$ cat config.mk
export PLATFORM = sky130hd
export DESIGN_NAME = ctrl_mem_pipe
export DESIGN_NICKNAME = d
export VERILOG_FILES = /design/src/rtl/ctrl_mem_pipe.sv
export SDC_FILE = /design/constraint.sdc
export NUM_CORES = 1
export LEC_CHECK = 0
export ABC_CLOCK_PERIOD_IN_PS = 2000
export BUFFER_PORTS_ARGS = -buffer_cell sky130_fd_sc_hd__buf_2
export CORE_ASPECT_RATIO = 0.9
export CORE_MARGIN = 4
export CORE_UTILIZATION = 30
export DETAILED_ROUTE_END_ITERATION = 10
export HOLD_SLACK_MARGIN = 0.12
export SLEW_MARGIN = 0
export SYNTH_ARGS = -nofsm -noshare
export SYNTH_HDL_FRONTEND = slang
export SYNTH_SLANG_ARGS = --single-unit
$ cat constraint.sdc
create_clock -name clk -period 2 [get_ports clk]
set_input_delay 0 -clock clk [delete_from_list [all_inputs] [get_ports clk]]
set_output_delay 0 -clock clk [all_outputs]
set_load 0.02 [all_outputs]
$ cat src/rtl/ctrl_mem_pipe.sv
// MEM->WB pipeline control stage: destination decode, WB registers, load wait
// state with stall request, and a writeback history for RAW hazard detection.
module ctrl_mem_pipe #(
    parameter int unsigned RA_W    = 4,
    parameter int unsigned STAGES  = 2,
    parameter int unsigned SP_ADDR = 13
) (
    input  logic              clk,
    input  logic              rst,
    input  logic              i_stall,
    input  logic              i_flush,
    input  logic              i_valid,
    input  logic [15:0]       i_ir_mem,
    input  logic              i_mem_ready,
    input  logic [RA_W-1:0]   i_src_a,
    input  logic [RA_W-1:0]   i_src_b,
    output logic [15:0]       o_ir_wb_r,
    output logic              o_valid_wb_r,
    output logic [RA_W-1:0]   o_addr_rd_r,
    output logic              o_rd_en_r,
    output logic              o_stall_req,
    output logic [STAGES-1:0] o_hazard_a,
    output logic [STAGES-1:0] o_hazard_b
);

    localparam int unsigned IR_W = 16;
    localparam int unsigned OP_W = 9;

    typedef enum logic {
        ST_IDLE = 1'b0,
        ST_WAIT = 1'b1
    } state_e;

    state_e                       state_q, state_d;
    logic [IR_W-1:0]              ir_q, ir_d;
    logic                         valid_q, valid_d;
    logic                         stall_req_q, stall_req_d;
    // Entry 0 is the live WB destination/write-enable; higher entries are older writes.
    logic [STAGES-1:0][RA_W-1:0]  hist_addr_q, hist_addr_d;
    logic [STAGES-1:0]            hist_en_q, hist_en_d;

    logic [OP_W-1:0]              opcode;
    logic                         op_match;
    logic                         op_load;
    logic [RA_W-1:0]              rd_dec;
    logic                         we_dec;
    logic                         load_dec;
    logic                         load_pending;

    assign opcode = i_ir_mem[15:7];

    // Destination register decode from the MEM-stage opcode.
    always_comb begin
        op_match = 1'b0;
        op_load  = 1'b0;
        rd_dec   = '0;
        casez (opcode)
            9'b0001110??: begin
                op_match = 1'b1;
                rd_dec   = RA_W'(i_ir_mem[2:0]);
            end
            9'b10101????: begin
                op_match = 1'b1;
                rd_dec   = RA_W'(i_ir_mem[10:8]);
            end
            9'b101100001: begin
                op_match = 1'b1;
                rd_dec   = RA_W'(SP_ADDR);
            end
            9'b00100????: begin
                op_match = 1'b1;
                rd_dec   = RA_W'(i_ir_mem[10:8]);
            end
            9'b01000110?: begin
                op_match = 1'b1;
                rd_dec   = RA_W'(i_ir_mem[2:0]);
            end
            9'b01101????: begin
                op_match = 1'b1;
                op_load  = 1'b1;
                rd_dec   = RA_W'(i_ir_mem[2:0]);
            end
            9'b01001????: begin
                op_match = 1'b1;
                op_load  = 1'b1;
                rd_dec   = RA_W'(i_ir_mem[10:8]);
            end
            default: begin
                op_match = 1'b0;
            end
        endcase
    end

    assign we_dec       = i_valid & op_match;
    assign load_dec     = we_dec & op_load;
    assign load_pending = load_dec & ~i_mem_ready;

    // Next-state logic; the write enable in entry 0 is a one-cycle pulse by default.
    always_comb begin
        state_d      = state_q;
        ir_d         = ir_q;
        valid_d      = valid_q;
        hist_addr_d  = hist_addr_q;
        hist_en_d    = hist_en_q;
        hist_en_d[0] = 1'b0;

        if (i_flush) begin
            ir_d    = '0;
            valid_d = 1'b0;
            state_d = ST_IDLE;
        end else if (state_q == ST_WAIT) begin
            if (i_mem_ready) begin
                hist_en_d[0] = 1'b1;
                state_d      = ST_IDLE;
            end
        end else if (!i_stall) begin
            for (int unsigned k = 1; k < STAGES; k++) begin
                hist_addr_d[k] = hist_addr_q[k-1];
                hist_en_d[k]   = hist_en_q[k-1];
            end
            ir_d           = i_ir_mem;
            valid_d        = i_valid;
            hist_addr_d[0] = rd_dec;
            hist_en_d[0]   = we_dec & ~load_pending;
            if (load_pending) begin
                state_d = ST_WAIT;
            end
        end

        stall_req_d = (state_d == ST_WAIT);
    end

    always_ff @(posedge clk) begin
        if (rst) begin
            state_q     <= ST_IDLE;
            ir_q        <= '0;
            valid_q     <= 1'b0;
            stall_req_q <= 1'b0;
            hist_addr_q <= '0;
            hist_en_q   <= '0;
        end else begin
            state_q     <= state_d;
            ir_q        <= ir_d;
            valid_q     <= valid_d;
            stall_req_q <= stall_req_d;
            hist_addr_q <= hist_addr_d;
            hist_en_q   <= hist_en_d;
        end
    end

    // Hazard flags compare each history entry against the ID-stage sources.
    always_comb begin
        o_hazard_a = '0;
        o_hazard_b = '0;
        for (int unsigned k = 0; k < STAGES; k++) begin
            o_hazard_a[k] = hist_en_q[k] & (hist_addr_q[k] == i_src_a);
            o_hazard_b[k] = hist_en_q[k] & (hist_addr_q[k] == i_src_b);
        end
    end

    assign o_ir_wb_r    = ir_q;
    assign o_valid_wb_r = valid_q;
    assign o_addr_rd_r  = hist_addr_q[0];
    assign o_rd_en_r    = hist_en_q[0];
    assign o_stall_req  = stall_req_q;

endmodule

==> impl_metrics.env <==
export IMPL_status="complete, no violations"
export IMPL_design_area_um2=1960
export IMPL_rrSetupSlack_ns=0.22
export IMPL_cp_slowest_cell="dlygate4sd3_1"
export IMPL_start_kind="primary input"
export IMPL_cp_cell_sequence="dlygate4sd3_1, buf_2, nor4b_1, a211o_1, nand3_1, a211oi_1, dlygate4sd3_1"
export IMPL_track_usage_pct=13.3
export IMPL_synth_top_area_share_pct=40.8
export IMPL_finalCriticalPeriod_ns=1.86
export IMPL_cts_buffers=3
export IMPL_synthArstFlopShare_pct=0
export IMPL_fmax_ghz=0.539
export IMPL_ys_types=27
export IMPL_p_per_area_nw_per_um2=628
export IMPL_antenna_found_initial=0
export IMPL_slew_headroom_pct=27.4
export IMPL_worstPathRequired_ns=2.23
export IMPL_min_delay_path_depth=4
export IMPL_fp_dieH_um=72.2
export IMPL_viasPerCell=4.56
export IMPL_dr_pass1_iters=4
export IMPL_clock_sink_count=28
export IMPL_wirelength_mm=3.70
export IMPL_post_dp_hpwl_mm=2.68
export IMPL_cts_tree="built"
export IMPL_end_kind="flop"
export IMPL_fp_dieW_um=79.3
export IMPL_grt_first_pass_wirelength_mm=6.15
export IMPL_syn_to_final_growth_pct=42.9
export IMPL_ys_warn_count=0
export IMPL_synth_area_leaders="dfxtp_1 41%, nand2_1 14%, a21oi_1 10%"
export IMPL_seq_area_frac_synth_pct=40.8
export IMPL_placed_cell_area_um2=1680
export IMPL_ys_top_cells_by_count="52 x nand2_1, 28 x a21oi_1, 28 x dfxtp_1"
export IMPL_fin_tns_setup_ns=0
export IMPL_p_leak_nw=0.848
export IMPL_post_route_period_util_pct=92.8
export IMPL_clk_latency_ns=0.28
export IMPL_rsz0062_at_grt="no"
export IMPL_worstReg2RegEnd="o_addr_rd_r[1]"
export IMPL_drv_slew=0
export IMPL_rr_startpoint="o_stall_req"
export IMPL_worst_path_max_fanout=4
export IMPL_synth_area_um2=1370
export IMPL_drtAntennaViolNets=0
export IMPL_setup_violations=0
export IMPL_syn_nets=204
export IMPL_fin_worst_skew_ns=0.00892
export IMPL_gp_congestion=0.729
export IMPL_synth_edf_count=0
export IMPL_drive_above_1_share_pct=26.5
export IMPL_cap_viol_max_count=0
export IMPL_path_class="primary input to flop"
export IMPL_grt_pass1_vias=1366
export IMPL_io_pins=57
export IMPL_hold_start="i_stall"
export IMPL_via_count=1401
export IMPL_syn_area_per_cell_um2=7.90
export IMPL_hold_viol=0
export IMPL_hold_class="primary input to flop"
export IMPL_ys_ff_latch=28
export IMPL_max_stage_delay_ns=0.56
export IMPL_coreArea_um2=4430
export IMPL_cp_common_cell="dlygate4sd3_1"
export IMPL_std_cell_rows=23
export IMPL_synth_top_flop_cell="dfxtp_1"
export IMPL_synth_most_common_cell="nand2_1"
export IMPL_dieArea_um2=5730
export IMPL_clockRootBuffer="clkbuf_8"
export IMPL_grt_max_degree=19
export IMPL_postSynthCellCount=174
export IMPL_drtIter0Drc=44
export IMPL_critPathArrivalTime_ns=2.08
export IMPL_avgRoutedWirePerCell_um=12.0
export IMPL_htreeDepth=1
export IMPL_gr_total_overflow=0
export IMPL_irDropWorstVdd_mv=0.373
export IMPL_start_util_pct=31.0
export IMPL_clkTransAtPathRegs_ns=0.10
export IMPL_nets=276
export IMPL_clock_path_buffers=2
export IMPL_r2r_cells=4
export IMPL_drc=0
export IMPL_holdPathEnd="o_stall_req"
export IMPL_io_buffers=56
export IMPL_tightest_slew_ns=1.08
export IMPL_antenna_cells=0
export IMPL_yosys_area_top_type="dfxtp_1"
-- cell usage in the layout, fill, tap and decap left out, types with 2 or more instances in the layout --
cell and n:
a21oi_1 28, xnor2_1 4, nor4_1 5, nand4bb_1 2, buf_4 2, xor2_1 12, dfxtp_1 28, nand2_1 52
clkbuf_8 3, or2_1 2, a311oi_1 2, nor2_1 8, dlygate4sd3_1 21, buf_2 56, nand4b_1 2, nor4bb_1 2
nand3_1 3
-- what timing repair did --
item / 4_1_cts / 5_1_grt
endpoints found under the setup margin: 0 / 1
hold buffers: 21 / 0
resized for setup: 0 / 1
buffers inserted: 0 / 0
endpoints found under the hold margin: 28 / 0
-- kinds of logic (layout without fill, tap and decap cells) --
group	after synthesis	after routing	share of synthesized area, %
buffers and inverters	12	83	4.92
XOR/XNOR	16	16	10.2
AO/OA/AOI/OAI	34	34	14.8
AND/OR/NAND/NOR	84	84	29.2
flip-flops	28	28	40.8
-- per-layer routing --
metal	global-route usage, %	vias to the layer above	share of wire [%]
met5	0	-	0
met3	2.85	4	6.9
met1	17.2	623	47
li1	-	731	-
met2	22.0	43	45
met4	4.39	0	0.92
-- registers in the layout, summed over array words and instances, names as in the netlist --
name,cells
hist_addr_q,4
hist_en_q,2
o_addr_rd_r,4
o_ir_wb_r,16
o_stall_req,1
o_valid_wb_r,1
-- worst max-delay path by stage --
| stage | startpoint | endpoint | slack [ns] | cells past startpoint |
|---|---|---|---|---|
| floorplan | o_stall_req | o_addr_rd_r[2] | 0.49 | 5 |
| global placement | o_stall_req | o_valid_wb_r | 0.43 | 3 |
| detailed placement | o_stall_req | o_ir_wb_r[13] | 0.41 | 3 |
| CTS | o_stall_req | o_addr_rd_r[1] | 0.08 | 5 |
| global route | i_ir_mem[12] | o_addr_rd_r[1] | 0.01 | 7 |
| finish | i_ir_mem[8] | o_addr_rd_r[1] | 0.14 | 7 |
-- critical path, delay by kind of cell --
| family | cells | cell delay [ns] |
|---|---|---|
| compound gates | 2 | 0.43 |
| buf+inv | 3 | 1.25 |
| simple gates | 2 | 0.40 |
-- power by group --
group	internal, mW	total (mW)	switching [mW]
clock network	0.268	0.443	0.175
registers	0.573	0.586	0.0129
logic	0.0956	0.204	0.108
total	0.937	1.23	0.296
-- metrics by stage --
step                util (%)  worst slack (ns)  power, mW  hold slack [ns]  instances
finish                  44.3             0.145       1.23            0.136        307
global route            44.3           0.00960       1.29            0.195        307
CTS                     44.2            0.0774       1.25            0.120        307
detailed placement      37.9             0.406      0.773            0.199        282
global placement        37.9             0.428      0.772            0.200        282
floorplan                  -             0.489      0.702           0.0793        174
-- final cells by class --
type	count	area, um^2
clock buffer	3	41.3
clock inverter	1	30.0
fill	494	2470
multi-input combinational	134	748
sequential	28	561
tap	62	77.6
timing repair buffer	79	505
No activity file was read; power rests on OpenSTA's default activity.
